File: src/rtl/video_pkg.sv
// Shared types and constants for the video timing / test-pattern block.
//   mode_e      : pixel source selection (stream or one of three patterns)
//   rgb_t       : RGB888 pixel, r in the top byte
//   COL_*       : the eight colour-bar colours, left to right
//   bar_colour  : maps a bar index 0..7 to its colour
package video_pkg;

    typedef enum logic [1:0] {
        MODE_STREAM  = 2'd0,
        MODE_BARS    = 2'd1,
        MODE_CHECKER = 2'd2,
        MODE_GRID    = 2'd3
    } mode_e;

    typedef struct packed {
        logic [7:0] r;
        logic [7:0] g;
        logic [7:0] b;
    } rgb_t;

    localparam rgb_t COL_WHITE   = 24'hFFFFFF;
    localparam rgb_t COL_YELLOW  = 24'hFFFF00;
    localparam rgb_t COL_CYAN    = 24'h00FFFF;
    localparam rgb_t COL_GREEN   = 24'h00FF00;
    localparam rgb_t COL_MAGENTA = 24'hFF00FF;
    localparam rgb_t COL_RED     = 24'hFF0000;
    localparam rgb_t COL_BLUE    = 24'h0000FF;
    localparam rgb_t COL_BLACK   = 24'h000000;

    function automatic rgb_t bar_colour(input logic [2:0] idx);
        rgb_t c;
        case (idx)
            3'd0:    c = COL_WHITE;
            3'd1:    c = COL_YELLOW;
            3'd2:    c = COL_CYAN;
            3'd3:    c = COL_GREEN;
            3'd4:    c = COL_MAGENTA;
            3'd5:    c = COL_RED;
            3'd6:    c = COL_BLUE;
            default: c = COL_BLACK;
        endcase
        return c;
    endfunction

endpackage

File: src/rtl/video_timing_counter.sv
// Raster position counters and timing decode.
//   clk_i, rst_ni          : pixel clock, synchronous active-low reset
//   active_o               : current position is inside the active area (combinational)
//   frame_first_o          : position is (0,0) (combinational)
//   frame_last_o           : position is the last one of the frame (combinational)
//   line_last_o            : position is the last one of a line (combinational)
//   x_lo_o, y_lo_o         : low five bits of the current x / y (zero-extended)
//   hs_n_o, vs_n_o, de_o   : registered syncs (active low) and data enable
//   frame_start_o          : registered pulse for pixel (0,0)
//   line_start_o           : registered pulse for x=0 of every active line
module video_timing_counter #(
    parameter int HDISP  = 800,
    parameter int VDISP  = 480,
    parameter int HFP    = 40,
    parameter int HPULSE = 48,
    parameter int HBP    = 40,
    parameter int VFP    = 13,
    parameter int VPULSE = 3,
    parameter int VBP    = 29,
    localparam int HTOTAL = HDISP + HFP + HPULSE + HBP,
    localparam int VTOTAL = VDISP + VFP + VPULSE + VBP,
    localparam int HW     = $clog2(HTOTAL),
    localparam int VW     = $clog2(VTOTAL)
) (
    input  logic       clk_i,
    input  logic       rst_ni,
    output logic       active_o,
    output logic       frame_first_o,
    output logic       frame_last_o,
    output logic       line_last_o,
    output logic [4:0] x_lo_o,
    output logic [4:0] y_lo_o,
    output logic       hs_n_o,
    output logic       vs_n_o,
    output logic       de_o,
    output logic       frame_start_o,
    output logic       line_start_o
);

    logic [HW-1:0] hcnt_q, hcnt_d;
    logic [VW-1:0] vcnt_q, vcnt_d;
    logic          hs_n_q, vs_n_q, de_q, frame_start_q, line_start_q;

    int  hpos, vpos;
    logic hlast, vlast, hact, vact, hsync, vsync;

    // Decode in plain integer space so that bounds equal to a power of two
    // never alias through a narrow counter width.
    always_comb begin
        hpos  = int'(hcnt_q);
        vpos  = int'(vcnt_q);
        hlast = (hpos == HTOTAL - 1);
        vlast = (vpos == VTOTAL - 1);
        hact  = (hpos < HDISP);
        vact  = (vpos < VDISP);
        hsync = (hpos >= HDISP + HFP) && (hpos < HDISP + HFP + HPULSE);
        vsync = (vpos >= VDISP + VFP) && (vpos < VDISP + VFP + VPULSE);
    end

    always_comb begin
        hcnt_d = hlast ? '0 : hcnt_q + 1'b1;
        vcnt_d = vcnt_q;
        if (hlast) begin
            vcnt_d = vlast ? '0 : vcnt_q + 1'b1;
        end
    end

    always_ff @(posedge clk_i) begin
        if (!rst_ni) begin
            hcnt_q        <= '0;
            vcnt_q        <= '0;
            hs_n_q        <= 1'b1;
            vs_n_q        <= 1'b1;
            de_q          <= 1'b0;
            frame_start_q <= 1'b0;
            line_start_q  <= 1'b0;
        end else begin
            hcnt_q        <= hcnt_d;
            vcnt_q        <= vcnt_d;
            hs_n_q        <= ~hsync;
            vs_n_q        <= ~vsync;
            de_q          <= hact && vact;
            frame_start_q <= (hcnt_q == '0) && (vcnt_q == '0);
            line_start_q  <= (hcnt_q == '0) && vact;
        end
    end

    assign active_o      = hact && vact;
    assign frame_first_o = (hcnt_q == '0) && (vcnt_q == '0);
    assign frame_last_o  = hlast && vlast;
    assign line_last_o   = hlast;
    assign x_lo_o        = 5'(hcnt_q);
    assign y_lo_o        = 5'(vcnt_q);
    assign hs_n_o        = hs_n_q;
    assign vs_n_o        = vs_n_q;
    assign de_o          = de_q;
    assign frame_start_o = frame_start_q;
    assign line_start_o  = line_start_q;

endmodule

File: src/rtl/video_timing_pattern.sv
// Video timing generator with stream / test-pattern pixel source.
//   pixel_clk, pixel_rst_n : pixel clock, synchronous active-low reset
//   mode                   : pixel source, taken at the start of each frame
//   pix_data, pix_valid    : show-ahead upstream pixel and its valid flag
//   pix_req                : pops one upstream pixel (combinational)
//   underflow_clr          : clears the sticky underflow flag
//   hs_n, vs_n, de         : registered syncs (active low) and data enable
//   rgb                    : registered output pixel
//   frame_start, line_start: registered markers aligned with rgb
//   underflow              : sticky flag, set when a pop finds no data
module video_timing_pattern
    import video_pkg::*;
#(
    parameter int          HDISP           = 800,
    parameter int          VDISP           = 480,
    parameter int          HFP             = 40,
    parameter int          HPULSE          = 48,
    parameter int          HBP             = 40,
    parameter int          VFP             = 13,
    parameter int          VPULSE          = 3,
    parameter int          VBP             = 29,
    parameter logic [23:0] UNDERFLOW_COLOR = 24'hFF00FF
) (
    input  logic        pixel_clk,
    input  logic        pixel_rst_n,
    input  logic [1:0]  mode,
    input  logic [23:0] pix_data,
    input  logic        pix_valid,
    output logic        pix_req,
    input  logic        underflow_clr,
    output logic        hs_n,
    output logic        vs_n,
    output logic        de,
    output logic [23:0] rgb,
    output logic        frame_start,
    output logic        line_start,
    output logic        underflow
);

    localparam int BARW = HDISP / 8;
    localparam int BW   = $clog2(BARW + 1);

    logic       active, frame_first, frame_last, line_last;
    logic [4:0] x_lo, y_lo;

    video_timing_counter #(
        .HDISP (HDISP),
        .VDISP (VDISP),
        .HFP   (HFP),
        .HPULSE(HPULSE),
        .HBP   (HBP),
        .VFP   (VFP),
        .VPULSE(VPULSE),
        .VBP   (VBP)
    ) u_counter (
        .clk_i        (pixel_clk),
        .rst_ni       (pixel_rst_n),
        .active_o     (active),
        .frame_first_o(frame_first),
        .frame_last_o (frame_last),
        .line_last_o  (line_last),
        .x_lo_o       (x_lo),
        .y_lo_o       (y_lo),
        .hs_n_o       (hs_n),
        .vs_n_o       (vs_n),
        .de_o         (de),
        .frame_start_o(frame_start),
        .line_start_o (line_start)
    );

    mode_e          mode_q, mode_eff;
    logic [7:0]     frame_cnt_q, frame_cnt_d;
    logic [BW-1:0]  bar_pix_q, bar_pix_d;
    logic [2:0]     bar_idx_q, bar_idx_d;
    rgb_t           rgb_q, rgb_d;
    logic           underflow_q, underflow_d;
    logic [3:0]     grid_x;

    // The mode input is taken at (0,0) and already governs that first pixel,
    // so the new mode and the frame_start marker appear together.
    assign mode_eff = frame_first ? mode_e'(mode) : mode_q;

    assign pix_req = pixel_rst_n && active && (mode_eff == MODE_STREAM);

    // Bar position tracks x: bar_idx = min(x / BARW, 7), restarted each line.
    always_comb begin
        bar_pix_d = bar_pix_q;
        bar_idx_d = bar_idx_q;
        if (line_last) begin
            bar_pix_d = '0;
            bar_idx_d = '0;
        end else if (active) begin
            if (int'(bar_pix_q) == BARW - 1) begin
                bar_pix_d = '0;
                if (bar_idx_q != 3'd7) begin
                    bar_idx_d = bar_idx_q + 3'd1;
                end
            end else begin
                bar_pix_d = bar_pix_q + 1'b1;
            end
        end
    end

    always_comb begin
        frame_cnt_d = frame_last ? frame_cnt_q + 8'd1 : frame_cnt_q;
    end

    // A new underflow wins over a simultaneous clear.
    always_comb begin
        underflow_d = underflow_q;
        if (pix_req && !pix_valid) begin
            underflow_d = 1'b1;
        end else if (underflow_clr) begin
            underflow_d = 1'b0;
        end
    end

    always_comb begin
        rgb_d  = COL_BLACK;
        grid_x = x_lo[3:0] + frame_cnt_q[3:0];
        if (active) begin
            case (mode_eff)
                MODE_STREAM:  rgb_d = pix_valid ? rgb_t'(pix_data) : rgb_t'(UNDERFLOW_COLOR);
                MODE_BARS:    rgb_d = bar_colour(bar_idx_q);
                MODE_CHECKER: rgb_d = (x_lo[4] ^ y_lo[4]) ? COL_WHITE : COL_BLACK;
                MODE_GRID:    rgb_d = ((grid_x == 4'd0) || (y_lo[3:0] == 4'd0)) ? COL_WHITE : COL_BLACK;
                default:      rgb_d = COL_BLACK;
            endcase
        end
    end

    always_ff @(posedge pixel_clk) begin
        if (!pixel_rst_n) begin
            mode_q      <= MODE_STREAM;
            frame_cnt_q <= '0;
            bar_pix_q   <= '0;
            bar_idx_q   <= '0;
            rgb_q       <= COL_BLACK;
            underflow_q <= 1'b0;
        end else begin
            mode_q      <= mode_eff;
            frame_cnt_q <= frame_cnt_d;
            bar_pix_q   <= bar_pix_d;
            bar_idx_q   <= bar_idx_d;
            rgb_q       <= rgb_d;
            underflow_q <= underflow_d;
        end
    end

    assign rgb       = rgb_q;
    assign underflow = underflow_q;

endmodule

File: config.mk
export PLATFORM = sky130hd
export DESIGN_NAME = video_timing_pattern
export DESIGN_NICKNAME = d
export VERILOG_FILES = /design/src/rtl/video_pkg.sv /design/src/rtl/video_timing_counter.sv /design/src/rtl/video_timing_pattern.sv
export SDC_FILE = /design/constraint.sdc
export NUM_CORES = 1
export LEC_CHECK = 0
export ABC_AREA = 1
export CORE_MARGIN = 2
export CORE_UTILIZATION = 56
export CTS_CLUSTER_SIZE = 8
export DETAILED_ROUTE_END_ITERATION = 8
export GPL_ROUTABILITY_DRIVEN = 0
export PLACE_DENSITY = 0.85
export RECOVER_POWER = 100
export SKIP_CTS_REPAIR_TIMING = 1
export SYNTH_ARGS = -nofsm -noshare
export SYNTH_HDL_FRONTEND = slang
export SYNTH_SLANG_ARGS = --single-unit
File: constraint.sdc
create_clock -name pixel_clk -period 5.7 [get_ports pixel_clk]
set_input_delay 1.14 -clock pixel_clk [delete_from_list [all_inputs] [get_ports pixel_clk]]
set_output_delay 1.14 -clock pixel_clk [all_outputs]
set_load 0.05 [all_outputs]
==> impl_metrics.tcl, run 1 <==
set metrics [dict create \
    viasPerCell 5.201 \
    fin_crit_ps 4991 \
    crit_type "input pin to output pin" \
    route.final.wire_length_um 7261 \
    num-nets-final 543 \
    tightestPinTransition_ps 629.7 \
    met2_length_um 3440 \
    io_buffer_count 60 \
    final_cell_mix "nand2_1 (89), dfxtp_1 (66), inv_1 (50), nor2_1 (50), dlygate4sd3_1 (33)" \
    ios 61 \
    dp_hpwl_um 5295 \
    fin_ws_ps 708.6 \
    crit_required_ps 4560 \
    fmax_mhz 200.3 \
    wl_met1_um 3257 \
    path_max_fanout 16 \
    core-area_um2 5574 \
    wl_met3_um 452 \
    clk_latency_ps 340 \
    grt_overflow 0 \
    first_pass_iters 4 \
    cp-start-kind "input pin" \
    tns_ps 0 \
    layout_commonest_cell "nand2_1" \
    top_layer_used "met4" \
    p_total_mw 1.183 \
    track_usage 0.2437 \
    slew_headroom 0.5788 \
    skew_ps 6.485 \
    hp-class "flip-flop to flip-flop" \
    syn2layout_area_growth_pct 25.52 \
    grt_setup_unrepaired "no" \
    start_util 0.5850 \
    clk_pin_slew_ps 60 \
    fin_area_um2 4093 \
    powerDensity_nw_per_um2 289.0 \
    synth_seq_cells 66 \
    drive_gt1_frac 0.08216 \
    drt_iter0_drc 180 \
    wire_per_inst_um 12.72 \
    arrival_ps 3850 \
    syn_avg_cell_area_um2 7.583 \
    grt_pass1_vias 2836 \
    nFillCells 416 \
    yosys.cell_types.count 34 \
    syn_inst 430 \
    peakVddDrop_uv 162.6 \
    period_share 0.8757 \
    ys_warn_count 0 \
    ant_nets 0 \
    slowest_stage "dlygate4sd3_1" \
    syn_area_um2 3261 \
    yosysSeqAreaShare 0.4052 \
    via_count 2970 \
    fp.dieArea_um2 6449 \
    hold_viol 0 \
    drv_slew 0 \
    die_y_um 80.31 \
    htree_levels 3 \
    max_stage_delay_ps 890 \
    rows 27 \
    post-place-ws_ps 1202 \
    crit_path_frequent_cell "dlygate4sd3_1" \
    end_kind "output pin" \
    die_w_um 80.31 \
    worstPathCellList "dlygate4sd3_1 -> nand3_1 -> nor2_1 -> clkbuf_1 -> nor3b_1 -> buf_4 -> dlygate4sd3_1" \
    cts_tree "yes" \
    diodes 0 \
    p_leak_nw 1.822 \
    syn_nets 478 \
    max-cap-violations 0 \
    setup_viol 0 \
    antenna_found_initial 0 \
    dpl-instance-area_um2 3906 \
    cts_buffer_depth 2 \
    grt_first_pass_wirelength_um 12340 \
    clock_sinks 66 \
    grt_max_degree 18 \
    cts_made_buffers 9 \
    cts-root-buf "clkbuf_8" \
    drc_errors 0 \
    status "complete, no violations" \
]
## per-layer routing
layer	up-vias	track usage
met5	-	0
met4	0	0.09831
met3	12	0.04719
met2	101	0.4117
met1	1345	0.3039
li1	1512	-
## state kept, by name (all words and copies together), names as in the netlist
signal / flops
u_counter.vs_n_o: 1
u_counter.frame_start_o: 1
u_counter.hs_n_o: 1
u_counter.line_start_o: 1
rgb: 24
frame_cnt_q: 4
bar_pix_q: 7
mode_q: 2
u_counter.vcnt_q: 10
underflow: 1
u_counter.de_o: 1
u_counter.hcnt_q: 10
bar_idx_q: 3
## cell usage after synthesis, drive strengths merged
cell type	instances	area, um2
a211oi	1	7.510
a21oi	19	95.09
and2	2	12.51
buf	4	45.04
clkbuf	4	15.01
dfxtp	66	1321
fa	1	20.02
ha	17	212.7
inv	51	191.4
nand2	94	380.4
nand3	34	190.2
nand3b	10	75.07
nand4	6	37.54
nor2	62	285.3
nor3	18	90.09
nor3b	2	26.28
nor4	3	18.77
o2111ai	1	8.760
o21ai	18	93.84
o21bai	3	22.52
o22ai	1	6.260
o31ai	1	7.510
or2	3	18.77
xnor2	1	8.760
xor2	8	70.07
## cells by family after synthesis
group                      synth area share
xor gates and xnor gates            0.02418
AOI/OAI and AO/OA                   0.07406
and+or+nand+nor                      0.3480
DFF                                  0.4052
buffers and inverters               0.07713
adders and majority gates           0.07137
## stage by stage
| step | std cells | util | hold WS [ps] |
|---|---|---|---|
| 5_1_grt | 571 | 0.7342 | 470.0 |
| 2_1_floorplan | 430 | - | 439.0 |
| 4_1_cts | 571 | 0.7374 | 460.2 |
| 6_report | 571 | 0.7342 | 458.9 |
| 3_3_place_gp | 556 | 0.7008 | 450.7 |
| 3_5_place_dp | 556 | 0.7008 | 450.1 |
## final cells by class
cell class                      count  area [um2]  area share
Clock buffer                       13       168.9     0.04127
Clock inverter                      2       35.03    0.008560
Inverter                           51       191.4     0.04677
Multi-Input combinational cell    305        1674      0.4090
Sequential cell                    66        1321      0.3228
Tap cell                           72       90.09     0.02201
Timing Repair Buffer               62       611.8      0.1495
## where the power goes
part           switching (mW)  internal [mW]
logic                   0.188         0.0872
clock network           0.166          0.235
registers              0.0109          0.496
total                   0.364          0.818
## worst max-delay path: cells and delay by family
family,cells,cell delay [ps]
and+or+nand+nor,3,490
buffers and inverters,4,2220
## final timing paths
kind,startpoint,to,slack [ps],cells after the start
min,bar_pix_q[5],bar_pix_q[5],460,2
max,pixel_rst_n,pix_req,710,7
min reg2reg,bar_pix_q[5],bar_pix_q[5],460,2
max reg2reg,u_counter.hcnt_q[0],rgb[6],3480,12
(Power assumes the default switching activity.)
==> inputs of run 2 (changes only) <==
==> constraint.sdc (replaced) <==
create_clock -name pixel_clk -period 5.7 [get_ports pixel_clk]
set_input_delay 1.14 -clock pixel_clk [delete_from_list [all_inputs] [get_ports pixel_clk]]
set_output_delay 1.14 -clock pixel_clk [all_outputs]
set_load 0.01 [all_outputs]
==> run 2 against run 1 <==
Core utilization increased by 0.16 points; first-iteration DRC count down 16%; largest power group unchanged; wire length down 0.83%; critical path type unchanged; total power is 6.8% lower; clock power increased by 4%; design area up 0.21%; global-route usage shrank 0.80 points; flip-flop and latch count unchanged; worst hold slack improved by 4.2 ps; non-clock buffer count is the same.
==> impl_metrics.tcl, run 2 (synthesis gave the netlist of run 1 again) <==
set metrics [dict create \
    core-area_um2 5574 \
    p_leak_nw 1.825 \
    antenna_found_initial 0 \
    fmax_mhz 218.1 \
    die_w_um 80.31 \
    crit_required_ps 4560 \
    layout_commonest_cell "nand2_1" \
    first_pass_iters 4 \
    hp-class "flip-flop to flip-flop" \
    fin_area_um2 4101 \
    route.final.wire_length_um 7201 \
    final_cell_mix "nand2_1 (89), dfxtp_1 (66), inv_1 (50)" \
    grt_first_pass_wirelength_um 11660 \
    largest_register_ffs 24 \
    placed_cells 556 \
    io_buffer_count 60 \
    tns_ps 0 \
    clk_latency_ps 350 \
    cts_buffer_depth 2 \
    drive_gt1_frac 0.08600 \
    arrival_ps 3450 \
    skew_ps 7.628 \
    wire_per_inst_um 12.59 \
    start_util 0.5850 \
    crit_type "input pin to output pin" \
    viasPerCell 5.226 \
    worstPathCellList "dlygate4sd3_1 -> nand3_1 -> nor2_1 -> clkbuf_1 -> nor3b_1 -> dlygate4sd3_1" \
    powerDensity_nw_per_um2 268.8 \
    path_buf_inv 3 \
    grt_setup_unrepaired "no" \
    fin_ws_ps 1114 \
    peakVddDrop_uv 160.7 \
    ios 61 \
    clock_sinks 66 \
    diodes 0 \
    grt_overflow 0 \
    clk_pin_slew_ps 70 \
    cp-start-kind "input pin" \
    via_count 2989 \
    track_usage 0.2356 \
    status "complete, no violations" \
    tightestPinTransition_ps 630.3 \
    drc_errors 0 \
    syn2layout_area_growth_pct 25.79 \
    hold_viol 0 \
    htree_levels 3 \
    ant_nets 0 \
    grt_max_degree 18 \
    drt_iter0_drc 152 \
    cts-root-buf "clkbuf_8" \
    slowest_stage "dlygate4sd3_1" \
    fin_crit_ps 4586 \
    end_kind "output pin" \
    grt_pass1_vias 2679 \
    period_share 0.8045 \
    critical-path-top-delay-family "buffers and inverters" \
    cts_tree "yes" \
    slew_headroom 0.5784 \
    die_y_um 80.31 \
    dpl-instance-area_um2 3906 \
    num-nets-final 543 \
    fp.dieArea_um2 6449 \
    drv_slew 0 \
    rows 27 \
    cts_made_buffers 9 \
    post-place-ws_ps 1628 \
    crit_path_frequent_cell "dlygate4sd3_1" \
    path_max_fanout 14 \
    nFillCells 429 \
    stdcell_count 572 \
    setup_viol 0 \
    dp_hpwl_um 5341 \
    max_stage_delay_ps 660 \
    utilization 0.7358 \
    max-cap-violations 0 \
]
run 2: changes by cell type in the layout (fill, tap and decap cells not counted), sizes merged:
cell / previous run / this run
buf: 1 / 0
clkinv: 1 / 3
run 2: worst register-to-register path: cells and delay by family, from the launching register on:
kind / cells / cell delay, ps
buf+inv: 2 / 960
simple gates: 6 / 910
flops: 1 / 470
compound gates: 1 / 220
run 2: area by class of cell:
type / instances / area [um2] / area share
repair buffers: 62 / 608.1 / 0.1483
clock buffers: 12 / 165.2 / 0.04027
well taps: 72 / 90.09 / 0.02196
flip-flops and latches: 66 / 1321 / 0.3221
inverters: 51 / 191.4 / 0.04667
multi-input cells: 305 / 1677 / 0.4088
clock inverters: 4 / 48.80 / 0.01190
run 2: worst paths after layout:
| check | startpoint | endpoint | slack, ps | cells after the start |
|---|---|---|---|---|
| max | pixel_rst_n | pix_req | 1110 | 6 |
| min | bar_pix_q[5] | bar_pix_q[5] | 460 | 2 |
| max reg2reg | u_counter.vcnt_q[9] | rgb[16] | 3090 | 9 |
| min reg2reg | bar_pix_q[5] | bar_pix_q[5] | 460 | 2 |
run 2: power breakdown:
group / switching, mW / total [mW] / internal (mW)
sequential: 0.00989 / 0.506 / 0.496
clock: 0.179 / 0.416 / 0.237
combinational: 0.0938 / 0.180 / 0.0866
total: 0.283 / 1.10 / 0.819
run 2: metal layers:
layer  vias to the layer above  routed length (um)  GRT usage
met5                         -                   0          0
met4                         0                 123    0.08983
met3                        13                 588    0.06966
met2                       121                3388     0.4008
met1                      1341                3100     0.2788
li1                       1514                   -          -
run 2: per-stage QoR:
stage / hold WS [ps] / total power, mW
finish: 463.2 / 1.102
floorplan: 439.0 / 0.6181
CTS: 463.9 / 1.123
global route: 485.8 / 1.151
detailed placement: 453.6 / 0.7136
global placement: 448.9 / 0.7084
==> inputs of run 3 (changes only) <==
- CORE_UTILIZATION: 56 -> 47
- PLACE_DENSITY: 0.85 -> 0.76
- clock period: 5.7 -> 4.2 ns (I/O delays scaled with it)
==> run 3 against run 2 <==
Critical path depth shrank 1; final cell count grew 1.4%; total power grew 33%; sequential power grew 36%.
==> impl_metrics.tcl, run 3 (synthesis gave the netlist of run 1 again) <==
set metrics [dict create \
    final_cell_mix "nand2_1 (89), dfxtp_1 (66), inv_1 (50)" \
    antenna_found_initial 0 \
    clk_latency_ps 360 \
    powerDensity_nw_per_um2 357.3 \
    hp-class "flip-flop to flip-flop" \
    slowest_stage "clkdlybuf4s50_1" \
    largest_register_ffs 24 \
    crit_required_ps 3360 \
    p_total_mw 1.463 \
    tns_ps 0 \
    cp-start-kind "input pin" \
    period_share 0.8836 \
    setup_viol 0 \
    ios 61 \
    start_util 0.4826 \
    htree_levels 3 \
    fin_crit_ps 3711 \
    cts_made_buffers 9 \
    diodes 0 \
    hold_viol 0 \
    num-nets-final 543 \
    viasPerCell 5.105 \
    drc_errors 0 \
    status "complete, no violations" \
    cts-root-buf "clkbuf_8" \
    utilization 0.6061 \
    peakVddDrop_uv 170.5 \
    drv_slew 0 \
    route.final.wire_length_um 7167 \
    dpl-instance-area_um2 3916 \
    p_leak_nw 1.801 \
    drive_gt1_frac 0.08800 \
    die_w_um 87.29 \
    rows 30 \
    die_y_um 87.29 \
    first_pass_iters 5 \
    drt_iter0_drc 156 \
    path_max_fanout 5 \
    grt_max_degree 18 \
    wire_per_inst_um 12.36 \
    whs_ps 479.0 \
    grt_overflow 0 \
    max_stage_delay_ps 640 \
    clk_pin_slew_ps 70 \
    fmax_mhz 269.5 \
    tightestPinTransition_ps 590.7 \
    grt_first_pass_wirelength_um 12230 \
    core-area_um2 6756 \
    ant_nets 0 \
    clock_sinks 66 \
    fin_area_um2 4095 \
    crit_type "input pin to output pin" \
    dp_hpwl_um 5375 \
    io_buffer_count 60 \
    cts_tree "yes" \
    grt_setup_unrepaired "no" \
    layout_commonest_cell "nand2_1" \
    via_count 2961 \
    end_kind "output pin" \
    track_usage 0.2007 \
    skew_ps 7.193 \
    fp.dieArea_um2 7620 \
    slew_headroom 0.6062 \
    max-cap-violations 0 \
    syn2layout_area_growth_pct 25.59 \
    arrival_ps 2870 \
    grt_pass1_vias 2782 \
    cts_buffer_depth 2 \
    worstPathCellList "dlygate4sd3_1 -> nand3_1 -> nor2_1 -> nor3b_1 -> clkdlybuf4s50_1" \
]
run 3: cell type report:
cell class / instances / area [um2]
Inverter: 51 / 191.4
Clock buffer: 9 / 123.9
Fill cell: 609 / 2661
Tap cell: 80 / 100.1
Timing Repair Buffer: 62 / 611.8
Clock inverter: 7 / 70.07
Sequential cell: 66 / 1321
Multi-Input combinational cell: 305 / 1677
run 3: path summary, 6_finish.rpt:
path / start / endpoint / slack (ps) / cells after the start
worst max-delay path: pixel_rst_n / pix_req / 490 / 5
worst min-delay path: underflow / underflow / 480 / 2
worst max register to register: u_counter.hcnt_q[1] / rgb[10] / 1920 / 13
worst min register to register: underflow / underflow / 480 / 2
run 3: stage by stage:
step	std cells	setup slack (ps)
5_1_grt	580	345.0
3_5_place_dp	564	785.7
4_1_cts	580	783.9
6_report	580	489.0
2_1_floorplan	430	1777
3_3_place_gp	564	846.3
run 3: layer usage:
layer  track usage  routed length [um]
met4       0.08252                 109
met1        0.2537                3275
met5             0                   0
met3       0.04550                 431
met2        0.3292                3352
run 3: critical path, delay by kind of cell:
family                 cells  cell delay [ps]
AND/OR/NAND/NOR            3              770
buffers and inverters      2             1260
run 3: power breakdown:
| group | internal (mW) | leakage, nW | total [mW] | switching, mW |
|---|---|---|---|---|
| combinational | 0.119 | 1.17 | 0.245 | 0.126 |
| sequential | 0.673 | 0.541 | 0.687 | 0.0141 |
| clock | 0.271 | 0.0873 | 0.531 | 0.260 |
| total | 1.06 | 1.80 | 1.46 | 0.400 |
